===== src/rtl/bsg_manycore_stat_snoop_multi.sv =====
// Print-stat snoop for several host/edge links.
// Every link's request stream is checked for stores to the print-stat EPA.
// Each hit is timestamped with ctr_i and placed in a capture slot for that link.
// A round-robin arbiter moves one full slot per cycle into a shared FIFO,
// which the host drains through v_o/yumi_i.
// A hit that finds its slot still occupied is counted as a drop; it is not
// merged into the pending entry.
// Ports:
//   clk_i, reset_i      clock, asynchronous active-high reset
//   en_i                snoop enable
//   ctr_i               global cycle counter, captured as the timestamp
//   snoop_*_i           per-link handshake, store flag, EPA and store data
//   v_o/link_o/tag_o/time_o, yumi_i   FIFO head and consume strobe
//   count_o             FIFO occupancy
//   drop_count_o        saturating count of dropped hits
module bsg_manycore_stat_snoop_multi #(
  parameter int num_links_p = 4,
  parameter int addr_width_p = 28,
  parameter int data_width_p = 32,
  parameter int ctr_width_p = 64,
  parameter int els_p = 8,
  parameter int drop_width_p = 16,
  parameter logic [addr_width_p-1:0] print_stat_epa_p = 'h0D0C,
  localparam int lg_links_lp = (num_links_p > 1) ? $clog2(num_links_p) : 1,
  localparam int cnt_width_lp = $clog2(els_p+1)
) (
  input  logic                              clk_i,
  input  logic                              reset_i,
  input  logic                              en_i,
  input  logic [ctr_width_p-1:0]            ctr_i,
  input  logic [num_links_p-1:0]            snoop_v_i,
  input  logic [num_links_p-1:0]            snoop_store_i,
  input  logic [num_links_p*addr_width_p-1:0] snoop_addr_i,
  input  logic [num_links_p*data_width_p-1:0] snoop_data_i,
  output logic                              v_o,
  output logic [lg_links_lp-1:0]            link_o,
  output logic [data_width_p-1:0]           tag_o,
  output logic [ctr_width_p-1:0]            time_o,
  input  logic                              yumi_i,
  output logic [cnt_width_lp-1:0]           count_o,
  output logic [drop_width_p-1:0]           drop_count_o
);

  localparam int ptr_width_lp   = $clog2(els_p);
  localparam int entry_width_lp = lg_links_lp + data_width_p + ctr_width_p;
  localparam int pop_width_lp   = $clog2(num_links_p+1);
  localparam int sum_width_lp   = drop_width_p + pop_width_lp;
  localparam logic [cnt_width_lp-1:0] els_lp      = cnt_width_lp'(els_p);
  localparam logic [lg_links_lp-1:0]  last_rst_lp = lg_links_lp'(num_links_p-1);

  logic [num_links_p-1:0]  hit, load, drop, grant_oh;
  logic [num_links_p-1:0]  slot_full_q, slot_full_d;
  logic [data_width_p-1:0] slot_tag_q  [num_links_p];
  logic [data_width_p-1:0] slot_tag_d  [num_links_p];
  logic [ctr_width_p-1:0]  slot_time_q [num_links_p];
  logic [ctr_width_p-1:0]  slot_time_d [num_links_p];

  logic [lg_links_lp-1:0]  last_q, last_d, grant_idx;
  logic                    grant_v, arb_en;
  int unsigned             arb_idx;

  logic [entry_width_lp-1:0] mem_q [els_p];
  logic [entry_width_lp-1:0] mem_d [els_p];
  logic [entry_width_lp-1:0] head;
  logic [ptr_width_lp-1:0]   rd_ptr_q, rd_ptr_d, wr_ptr_q, wr_ptr_d;
  logic [cnt_width_lp-1:0]   count_q, count_d;
  logic                      pop_v;

  logic [drop_width_p-1:0] drop_q, drop_d;
  logic [pop_width_lp-1:0] drop_pop;
  logic [sum_width_lp-1:0] drop_sum;

  // Round-robin search starting one past the last granted link.
  // A simultaneous yumi frees a FIFO entry, so a grant is allowed even at full.
  always_comb begin
    arb_en    = (count_q != els_lp) | yumi_i;
    grant_v   = 1'b0;
    grant_idx = '0;
    arb_idx   = 0;
    for (int unsigned off = 1; off <= num_links_p; off++) begin
      arb_idx = 32'(last_q) + off;
      if (arb_idx >= unsigned'(num_links_p)) arb_idx = arb_idx - unsigned'(num_links_p);
      if (arb_en && !grant_v && slot_full_q[arb_idx[lg_links_lp-1:0]]) begin
        grant_v   = 1'b1;
        grant_idx = arb_idx[lg_links_lp-1:0];
      end
    end
    grant_oh = '0;
    if (grant_v) grant_oh[grant_idx] = 1'b1;
    last_d = grant_v ? grant_idx : last_q;
  end

  // A slot being granted this cycle can take a new hit in the same cycle.
  always_comb begin
    hit         = '0;
    load        = '0;
    drop        = '0;
    drop_pop    = '0;
    slot_full_d = slot_full_q;
    slot_tag_d  = slot_tag_q;
    slot_time_d = slot_time_q;
    for (int unsigned i = 0; i < num_links_p; i++) begin
      hit[i]  = en_i & snoop_v_i[i] & snoop_store_i[i]
              & (snoop_addr_i[i*addr_width_p +: addr_width_p] == print_stat_epa_p);
      load[i] = hit[i] & (~slot_full_q[i] | grant_oh[i]);
      drop[i] = hit[i] & slot_full_q[i] & ~grant_oh[i];
      slot_full_d[i] = load[i] | (slot_full_q[i] & ~grant_oh[i]);
      if (load[i]) begin
        slot_tag_d[i]  = snoop_data_i[i*data_width_p +: data_width_p];
        slot_time_d[i] = ctr_i;
      end
      drop_pop = drop_pop + pop_width_lp'(drop[i]);
    end
    drop_sum = sum_width_lp'(drop_q) + sum_width_lp'(drop_pop);
    drop_d   = (drop_sum > sum_width_lp'({drop_width_p{1'b1}}))
             ? '1 : drop_sum[drop_width_p-1:0];
  end

  // At full occupancy with write and pop together, wr_ptr equals rd_ptr.
  // The head is consumed at that edge, so overwriting its cell is safe.
  always_comb begin
    pop_v = yumi_i & (count_q != '0);
    mem_d = mem_q;
    if (grant_v) mem_d[wr_ptr_q] = {grant_idx, slot_tag_q[grant_idx], slot_time_q[grant_idx]};
    wr_ptr_d = wr_ptr_q + ptr_width_lp'(grant_v);
    rd_ptr_d = rd_ptr_q + ptr_width_lp'(pop_v);
    count_d  = count_q + cnt_width_lp'(grant_v) - cnt_width_lp'(pop_v);
  end

  always_ff @(posedge clk_i or posedge reset_i) begin
    if (reset_i) begin
      slot_full_q <= '0;
      for (int unsigned i = 0; i < num_links_p; i++) begin
        slot_tag_q[i]  <= '0;
        slot_time_q[i] <= '0;
      end
      last_q   <= last_rst_lp;
      rd_ptr_q <= '0;
      wr_ptr_q <= '0;
      count_q  <= '0;
      drop_q   <= '0;
    end else begin
      slot_full_q <= slot_full_d;
      slot_tag_q  <= slot_tag_d;
      slot_time_q <= slot_time_d;
      last_q      <= last_d;
      rd_ptr_q    <= rd_ptr_d;
      wr_ptr_q    <= wr_ptr_d;
      count_q     <= count_d;
      drop_q      <= drop_d;
    end
  end

  // Storage only; validity comes from count_q, which is reset.
  always_ff @(posedge clk_i) begin
    mem_q <= mem_d;
  end

  always_comb begin
    head = mem_q[rd_ptr_q];
    v_o  = (count_q != '0);
    {link_o, tag_o, time_o} = v_o ? head : '0;
    count_o      = count_q;
    drop_count_o = drop_q;
  end

endmodule


===== config.mk =====
export PLATFORM = sky130hd
export DESIGN_NAME = bsg_manycore_stat_snoop_multi
export DESIGN_NICKNAME = d
export VERILOG_FILES = /design/src/rtl/bsg_manycore_stat_snoop_multi.sv
export SDC_FILE = /design/constraint.sdc
export NUM_CORES = 1
export LEC_CHECK = 0
export CORE_ASPECT_RATIO = 1.75
export CORE_MARGIN = 2
export CORE_UTILIZATION = 62
export DETAILED_ROUTE_END_ITERATION = 10
export PLACE_DENSITY_LB_ADDON = 0.2
export RECOVER_POWER = 100
export SLEW_MARGIN = 10
export SYNTH_ARGS = -nofsm -noshare
export SYNTH_HDL_FRONTEND = slang
export SYNTH_SLANG_ARGS = --single-unit

===== constraint.sdc =====
create_clock -name clk_i -period 21.2 [get_ports clk_i]
set_clock_uncertainty 0.15 [all_clocks]
set_input_delay 3.18 -clock clk_i [delete_from_list [all_inputs] [get_ports clk_i]]
set_output_delay 3.18 -clock clk_i [all_outputs]
set_load 0.005 [all_outputs]

-- Word level (Yosys, flattened, before mapping)
Cells that the tools add are included.
W data, S select, Z words.
- add/sub/neg operators: 16
- eq/ne operators: 5
- reduce and logical (&&, ||, !) cells: 13
- bitwise logic cells: 49
- muxes and demuxes: 37
- order comparisons: 15
- operators with widths (cell ; number):
    $bwmux W784 ; 1
    $mux W98 ; 4
    $bmux W98 S3 ; 1
    $demux W98 S3 ; 1
    $bmux W64 S2 ; 1
    $mux W64 ; 2
    $eq A28 B12 Y1 const B ; 4
    $bmux W32 S2 ; 1
    $mux W32 ; 2
    $and A1 B1 Y1 ; 29
    $add A16 B3 Y17 ; 1
    $gt A17 B16 Y1 const B ; 1
    $mux W16 ; 1
    $mux W2 ; 8
    $lt A2 B3 Y1 const B ; 5
    $ge A3 B3 Y1 const B ; 4
    $add A3 B1 Y3 ; 3
    $logic_and A1 B1 Y1 ; 9
    $mux W1 ; 9
    $or A1 B1 Y1 ; 9
    $bmux W1 S2 ; 4
    $ge A4 B4 Y1 const B ; 2
    $not A1 Y1 ; 8
    $not A3 Y4 ; 2
    17 further kinds ; 23
- input port bits: 316
- bits in registers: 1200
- output and inout port bits: 119
- word-level logic and storage cells: 157

-- Depth between registers and ports, before layout
Gate-level depths: netlist of run 1.
- word-level depth: 32
- mapped depth: 15

-- Worst setup path after synthesis of run 1
No wires, ideal clock.
- path type: input-to-reg
- start: input port yumi_i
- end: register mem_q[686] (netlist name), enable pin
- slack: 7.508 ns
- data arrival time: 12.746 ns
- required time: 20.255 ns
- cell stages on the path: 3
- library setup time: 0.795 ns
- cell sequence: or4b_2 o41ai_1 nor4_1
- cells in the longest elaborated chain, start to end: 15
- ends and longest elaborated chain (item ; RTL line ; source):
    start: declaration ; 39 ; input logic yumi_i,
    $or A1 B1 Y1 * ; 76 ; arb_en = (count_q != els_lp) | yumi_i;
    $logic_and A1 B1 Y1 ; 83 ; if (arb_en && !grant_v && slot_full_q[arb_idx[lg_links_lp-1:0]]) begin
    $mux W1 ; 83 ;
    $logic_not A1 Y1 ; 83 ;
    $logic_and A1 B1 Y1 (2 in series) ; 83 ;
    $mux W1 ; 83 ;
    $logic_not A1 Y1 ; 83 ;
    $logic_and A1 B1 Y1 (2 in series) ; 83 ;
    $mux W1 ; 83 ;
    $logic_not A1 Y1 ; 83 ;
    $logic_and A1 B1 Y1 (2 in series) ; 83 ;
    $mux W1 * ; 83 ;
    end signal: assignment ; 156 ; mem_q <= mem_d;
    end: declaration ; 62 ; logic [entry_width_lp-1:0] mem_q [els_p];
Every way passes the cells marked *; elsewhere a longest branch is shown, timed or not.
A chain may end at the register's enable or synchronous reset.

==> metrics.md, run 1 <==
| Metric | Value |
|---|---|
| Outcome | `finished with violations` |
| Failing checks | `max-capacitance violations, max-slew violations` |
| Number of synthesized register bits | `1200` |
| Crit-path most repeated cell | `clkbuf_1` |
| Pint | `4.142 mW` |
| Worst Path Required | `20.80 ns` |
| Worst slew pin tran | `7.982 ns` |
| Port Buffer Count | `~430` |
| Core Area | `between 70000 and 80000 µm²` |
| Via count | `25740` |
| Total GRT Usage | `0.2828` |
| Vias per cell | `between 6 and 7` |
| Global placer's final weighted congestion | `approximately 0.85` |
| Fillers | `~4700` |
| H-tree levels | `3` |
| Vias in the first global route | `28550` |
| Crit-path cells | `dlygate4sd3_1 -> clkinvlp_2 -> clkbuf_1 -> clkbuf_1` |
| Post-detail-place hpwl | `64760 µm` |
| Max VDD drop | `roughly 0.00012 V` |
| Share of power burned in the clock network | `0.354` |
| Max-cap viol count | `33` |
| HP Class | `flip-flop to flip-flop` |
| EDFF count, synth | `784` |
| Post-synthesis sequential area ratio | `0.6943` |
| Seq pwr share | `0.463` |
| Post-CTS Setup Bufs | `0` |
| Mapped Area | `about 50000 µm²` |
| ANT nets after route | `0` |
| Async SR Flop Fraction | `0.3467` |
| Initial antenna violation count | `15` |
| Unrepaired setup endpoints after global routing | `false` |
| Drt pass-1 iters | `5` |
| Area growth syn-to-layout | `17.98%` |
| Nets | `3365` |
| Setup violators final | `0` |
| Clk slew on worst S/H paths | `0.07 ns` |
| Net switching power figure | `1.390 mW` |
| Die H | `375.5 µm` |
| F_max | `0.07982 GHz` |
| CP max FO | `~110` |
| Count of different cell masters after synthesis | `51` |
| Syn avg cell area | `around 19 µm²` |
| PostCTS Resize Cnt | `0` |
| Global Route met2 Usage | `0.5022` |
| Setup TNS Final | `0 ns` |
| Clock latency on the worst-skew pair | `between 0.7 and 0.8 ns` |
| Leakage | `around 22 nW` |
| Final period util | `0.5909` |
| YS warnings | `0` |
| Cell Rows | `between 100 and 150` |
| Iteration-0 DRC Markers | `about 2100` |
| Hold Vio Cnt, Final | `0` |
| Slew margin rel. | `-4.321` |
| Root Driver | `clkbuf_16` |
| Number of remaining DRC errors | `0` |
| Total power | `5.533 mW` |
| Final WL | `roughly 110000 µm` |
| Main flop type after synthesis | `edfxtp_1` |
| Reg2Reg Setup Slack | `12.07 ns` |
| CP endpoint kind | `asynchronous set/reset pin` |
| Most Crowded Layer GR | `met2` |
| Buffers & Inverters on Critical Path | `4` |
| M3 GR Usage | `0.05267` |
| Clock sinks | `1200` |
| Max stage delay on crit path | `around 3.2 ns` |
| Die area | `81230 µm²` |
| Post-synth net total | `2935` |
| Final min period | `between 10 and 15 ns` |
| Hold buffers post-CTS | `0` |
| Arr. time, crit path | `about 12 ns` |
| Chip width | `216.3 µm` |
| Pin count of the biggest net entering global routing | `177` |
| Initial Utilization | `0.6248` |
| Final Max Slew Viols | `roughly 1800` |
| Layout cells sized above 1 | `0.2318` |
| Critical path's top delay family | `buffers and inverters` |
| WL/cell | `27.08 µm` |
| Power Density | `between 90 and 100 nW/µm²` |
| Critical path class | `input pin to asynchronous set/reset pin` |
| CTS tree | `built` |
| Clk buf depth | `3` |
| Sw frac | `0.2513` |
| Gr ovfl total | `0` |
| Synthesized instance count | `about 2600` |
| Combinational fraction of design power | `0.183` |
| First-pass GRT wire length | `around 170000 µm` |
| I/O pin count | `435` |
| Worst path slowest cell | `clkbuf_1` |
| CP Launch Type | `input pin` |
| Total CTS buffers | `101` |
| Met1 Use GR | `0.3473` |
## placed cells by master (no fill, tap or decap), types with 6 or more instances in the layout
cell type,count
buf_4,7
bufinv_16,11
clkbuf_1,44
clkbuf_16,109
clkbuf_8,12
clkdlybuf4s50_1,314
clkinv_1,14
clkinv_2,15
clkinvlp_4,6
dfrtp_1,412
diode_2,11
dlygate4sd3_1,120
edfxtp_1,784
ha_1,11
inv_1,15
mux2_1,42
mux2_2,344
mux2i_1,387
mux4_2,196
nand2_1,26
nand2b_1,9
nand3_1,7
nand4_1,11
nor2_1,115
nor3_1,7
nor4_1,14
o21ai_0,6
xor2_1,8
## worst paths after layout
check / from / endpoint / cells past startpoint
max: reset_i / slot_tag_q[119] / 4
min: slot_tag_q[15] / slot_tag_q[15] / 1
max reg2reg: count_o[2] / mem_q[433] / 10
min reg2reg: slot_tag_q[15] / slot_tag_q[15] / 1
max in group clk_i: count_o[2] / time_o[8] / 6
min in group asynchronous: reset_i / slot_time_q[43] / 2
## metrics by stage
| stage | hold WS, ns | util | cells | area [µm²] | worst slack (ns) |
|---|---|---|---|---|---|
| floorplan | 0.3074 | - | 2604 | 48900 | 6.295 |
| finish | 0.3379 | 0.7371 | 4169 | 57690 | 8.673 |
| global placement | 0.3164 | 0.6944 | 3966 | 54350 | 13.56 |
| CTS | 0.3388 | 0.7400 | 4158 | 57920 | 12.78 |
| detailed placement | 0.3240 | 0.6944 | 3966 | 54350 | 13.51 |
| global route | 0.3446 | 0.7370 | 4168 | 57690 | 6.679 |
## flip-flops by register name, indices dropped and copies added (netlist names), 3 cells and up
signal and flops:
slot_tag_q 128, mem_q 784, wr_ptr_q 3, slot_time_q 256, count_o 4, drop_count_o 16, slot_full_q 4, rd_ptr_q 3
## cell usage after synthesis (2+ instances only)
cell type / instances / area [µm²]
clkbuf_1: 48 / 180.2
or4_1: 5 / 37.54
nand3_1: 7 / 35.03
inv_1: 16 / 60.06
nand2_1: 26 / 97.59
nor3_1: 8 / 40.04
mux2i_1: 387 / 3874
nand4_1: 11 / 68.82
a21oi_1: 2 / 10.01
buf_2: 56 / 280.3
nand4b_1: 5 / 43.79
dfrtp_1: 414 / 10360
a21o_1: 3 / 22.52
buf_1: 24 / 90.09
buf_6: 4 / 45.04
edfxtp_1: 784 / 23540
xor2_1: 8 / 70.07
o21ai_0: 6 / 30.03
nor2_1: 116 / 435.4
o22ai_1: 2 / 12.51
a31o_2: 2 / 17.52
or2_2: 2 / 12.51
mux4_2: 196 / 4414
and2_1: 2 / 12.51
dfstp_2: 2 / 52.55
nand2b_1: 9 / 56.30
fa_1: 4 / 80.08
xnor2_1: 5 / 43.79
nor4_1: 14 / 87.58
mux2_1: 40 / 450.4
mux2_2: 346 / 3896
nor2b_1: 2 / 12.51
ha_1: 11 / 137.6
nor4b_1: 4 / 35.03
a41oi_1: 2 / 17.52
and3_1: 3 / 18.77
a211oi_2: 2 / 25.02
o22a_1: 2 / 17.52
buf_4: 10 / 75.07
a31oi_1: 3 / 18.77
## kinds of logic after synthesis
kind of cell | share of synthesized area
flops | 0.6943
mux | 0.2584
simple gates | 0.02121
buf+inv | 0.01502
compound gates | 0.004298
fa+ha+maj | 0.004452
xor+xnor | 0.002328
## power by group through the flow
stage	Combinational, mW	Sequential, mW	Clock [mW]
after floorplan	0.629	2.53	0
after global placement	1.04	2.61	0
after detailed placement	1.06	2.61	0
after CTS	1.06	2.56	1.99
after global routing	1.08	2.56	2.08
final	1.01	2.56	1.96
## worst register-to-register path, delay by kind of cell (launching register included)
family,cells,cell delay (ns)
compound gates,1,0.10
buf+inv,5,4.89
simple gates,3,2.80
fa+ha+maj,1,0.23
flops,1,0.49
## area by class of cell
| class | count | area, µm² | area share |
|---|---|---|---|
| antenna | 11 | 27.53 | 0.0004771 |
| clock buffer | 139 | 2960 | 0.05131 |
| clock inverter | 53 | 611.8 | 0.01060 |
| inverter | 17 | 66.31 | 0.001149 |
| multi-input combinational | 1245 | 14240 | 0.2468 |
| sequential | 1200 | 33960 | 0.5887 |
| tap | 1035 | 1295 | 0.02245 |
| timing repair buffer | 469 | 4534 | 0.07859 |
## per-layer routing
metal | wire [µm] | vias up
met5 | 47 | -
met2 | 60390 | 846
met4 | 3543 | 6
met1 | 42510 | 13680
li1 | - | 11030
met3 | 6411 | 178
Power figures use the tool's default switching activity.
==> inputs of run 2 (changes only) <==
Settings changed: CORE_UTILIZATION 62 to 52.
Clock period 21.2 ns to 10 ns, I/O delays scaled along.
==> metrics.md, run 2 (synthesis gave the netlist of run 1 again) <==
| Metric | Value |
|---|---|
| ANT nets after route | `0` |
| Initial Utilization | `0.5250` |
| Chip width | `between 200 and 250 µm` |
| Max stage delay on crit path | `3.55 ns` |
| Crit-path most repeated cell | `clkbuf_1` |
| Hold slack | `0.3366 ns` |
| Commonest cells after routing, fill and taps aside | `edfxtp_1, dfrtp_1, mux2i_1` |
| Post-detail-place hpwl | `67260 µm` |
| Pin count of the biggest net entering global routing | `161` |
| Final period util | `0.7807` |
| CP endpoint kind | `flip-flop` |
| Final min period | `slightly below 8 ns` |
| WL/cell | `roughly 26 µm` |
| Reg2Reg Setup Slack | `2.87 ns` |
| Crit-path cells | `dlygate4sd3_1 -> or4b_2 -> o41ai_1 -> clkbuf_1 -> nor3_1 -> clkbuf_1` |
| Seq pwr share | `0.460` |
| I/O pin count | `435` |
| Cell Rows | `148` |
| Setup TNS Final | `0 ns` |
| Core Area | `93140 µm²` |
| Net switching power figure | `2.988 mW` |
| Iteration-0 DRC Markers | `1413` |
| Outcome | `finished with violations` |
| Max reg flops | `784` |
| Critical path class | `input pin to flip-flop` |
| Port Buffer Count | `around 430` |
| Max VDD drop | `0.0001491 V` |
| Reg with most FFs | `mem_q` |
| Gr ovfl total | `0` |
| RR Endpoint | `mem_q[306]` |
| Final Max Slew Viols | `1435` |
| Clk buf depth | `3` |
| Worst hold path depth | `1` |
| Design area | `just under 60000 µm²` |
| Unrepaired setup endpoints after global routing | `false` |
| Non-filler cells, final | `4352` |
| Pint | `8.783 mW` |
| Dpl ws | `4.101 ns` |
| FF-to-FF path depth | `6` |
| Final WL | `about 110000 µm` |
| Arr. time, crit path | `7.82 ns` |
| Dpl cells | `4144` |
| Stages on worst setup path | `6` |
| Placed instance area | `54600 µm²` |
| Die H | `409.7 µm` |
| Hold Vio Cnt, Final | `0` |
| Clk slew on worst S/H paths | `around 0.060 ns` |
| Critical path's top delay family | `buffers and inverters` |
| Clock sinks | `1200` |
| Leakage | `21.59 nW` |
| CP Launch Type | `input pin` |
| Worst Path Required | `approximately 10 ns` |
| Failing checks | `max-capacitance violations, max-slew violations` |
| Sw frac | `0.2538` |
| Max-cap viol count | `34` |
| Vias per cell | `around 6` |
| Via count | `25670` |
| Global placer's final weighted congestion | `0.7826` |
| Nets | `around 3400` |
| Combinational fraction of design power | `0.184` |
| Initial antenna violation count | `11` |
| HP Class | `flip-flop to flip-flop` |
| Die area | `96610 µm²` |
| RR Startpoint | `last_q[1]` |
| Number of remaining DRC errors | `0` |
| Hold endpoint | `slot_time_q[55]` |
| Worst path slowest cell | `clkbuf_1` |
| Total GRT Usage | `0.2391` |
| Slew margin rel. | `-2.313` |
| PostCTS Resize Cnt | `0` |
| Worst slew pin tran | `4.970 ns` |
| Share of power burned in the clock network | `0.357` |
| Post-CTS Setup Bufs | `0` |
| Total power | `11.77 mW` |
| Vias in the first global route | `28530` |
| Final worst slack | `about 2.2 ns` |
| H-tree levels | `3` |
| Buffers & Inverters on Critical Path | `3` |
| CTS tree | `built` |
| Finished Core Util | `0.6228` |
| Clock latency on the worst-skew pair | `0.71 ns` |
| Largest regs | `mem_q x784, slot_time_q x256, slot_tag_q x128` |
| Setup violators final | `0` |
| First-pass GRT wire length | `173500 µm` |
| CP max FO | `59` |
| Hold path start | `slot_time_q[55]` |
| Commonest non-fill, non-tap cell in the layout | `edfxtp_1` |
| Power Density | `between 200 and 250 nW/µm²` |
| Total CTS buffers | `106` |
| F_max | `0.1281 GHz` |
| Drt pass-1 iters | `5` |
| Hold buffers post-CTS | `0` |
| Layout cells sized above 1 | `0.2369` |
| Area growth syn-to-layout | `18.63%` |
| Root Driver | `clkbuf_16` |
==> run 2: cell types whose count changed in the layout (fill, tap and decap cells not counted), moves of 4 or more <==
cell	before	now
buf_4	7	12
clkbuf_1	44	51
clkinv_2	15	25
clkinvlp_4	6	2
diode_2	11	7
==> run 2: final cells by class <==
type	instances	area, µm²
Inverter	17	70.07
Tap cell	1200	1501
Clock buffer	141	2989
Timing Repair Buffer	482	4619
Multi-Input combinational cell	1245	14240
Fill cell	6747	35130
Clock inverter	60	616.8
Antenna cell	7	17.52
Sequential cell	1200	33960
==> run 2: power by group through the flow <==
stage                     combinational, mW  clock [mW]  sequential [mW]
after floorplan                        1.33           0             5.37
after global placement                 2.25           0             5.52
after detailed placement               2.27           0             5.52
after CTS                              2.29        4.28             5.42
after global routing                   2.32        4.46             5.42
final                                  2.16        4.20             5.41
==> run 2: worst reg2reg max path, delay by kind of cell, from the launching register on <==
kind | cells | cell delay, ns
buf+inv | 2 | 3.98
mux | 1 | 1.09
flops | 1 | 0.64
compound gates | 1 | 0.37
simple gates | 2 | 0.34
==> run 2: layer usage <==
layer  vias to the layer above  share of wire  GRT usage
met5                         -        0.00011          0
met4                         2          0.025    0.07204
met3                       181          0.042    0.02911
met2                       690           0.54     0.4407
met1                     13710           0.40     0.2936
li1                      11080              -          -
==> run 2: how the worst max path moves through the flow <==
| stage | from | end | slack (ns) |
|---|---|---|---|
| 4_1_cts | rd_ptr_q[1] | time_o[25] | 4.08 |
| 3_5_place_dp | yumi_i | drop_count_o[4] | 4.10 |
| 3_3_place_gp | snoop_addr_i[4] | drop_count_o[8] | 4.17 |
| 5_1_grt | yumi_i | mem_q[507] | 1.99 |
| 6_report | yumi_i | mem_q[507] | 2.19 |
| 2_1_floorplan | yumi_i | mem_q[588] | 0.53 |
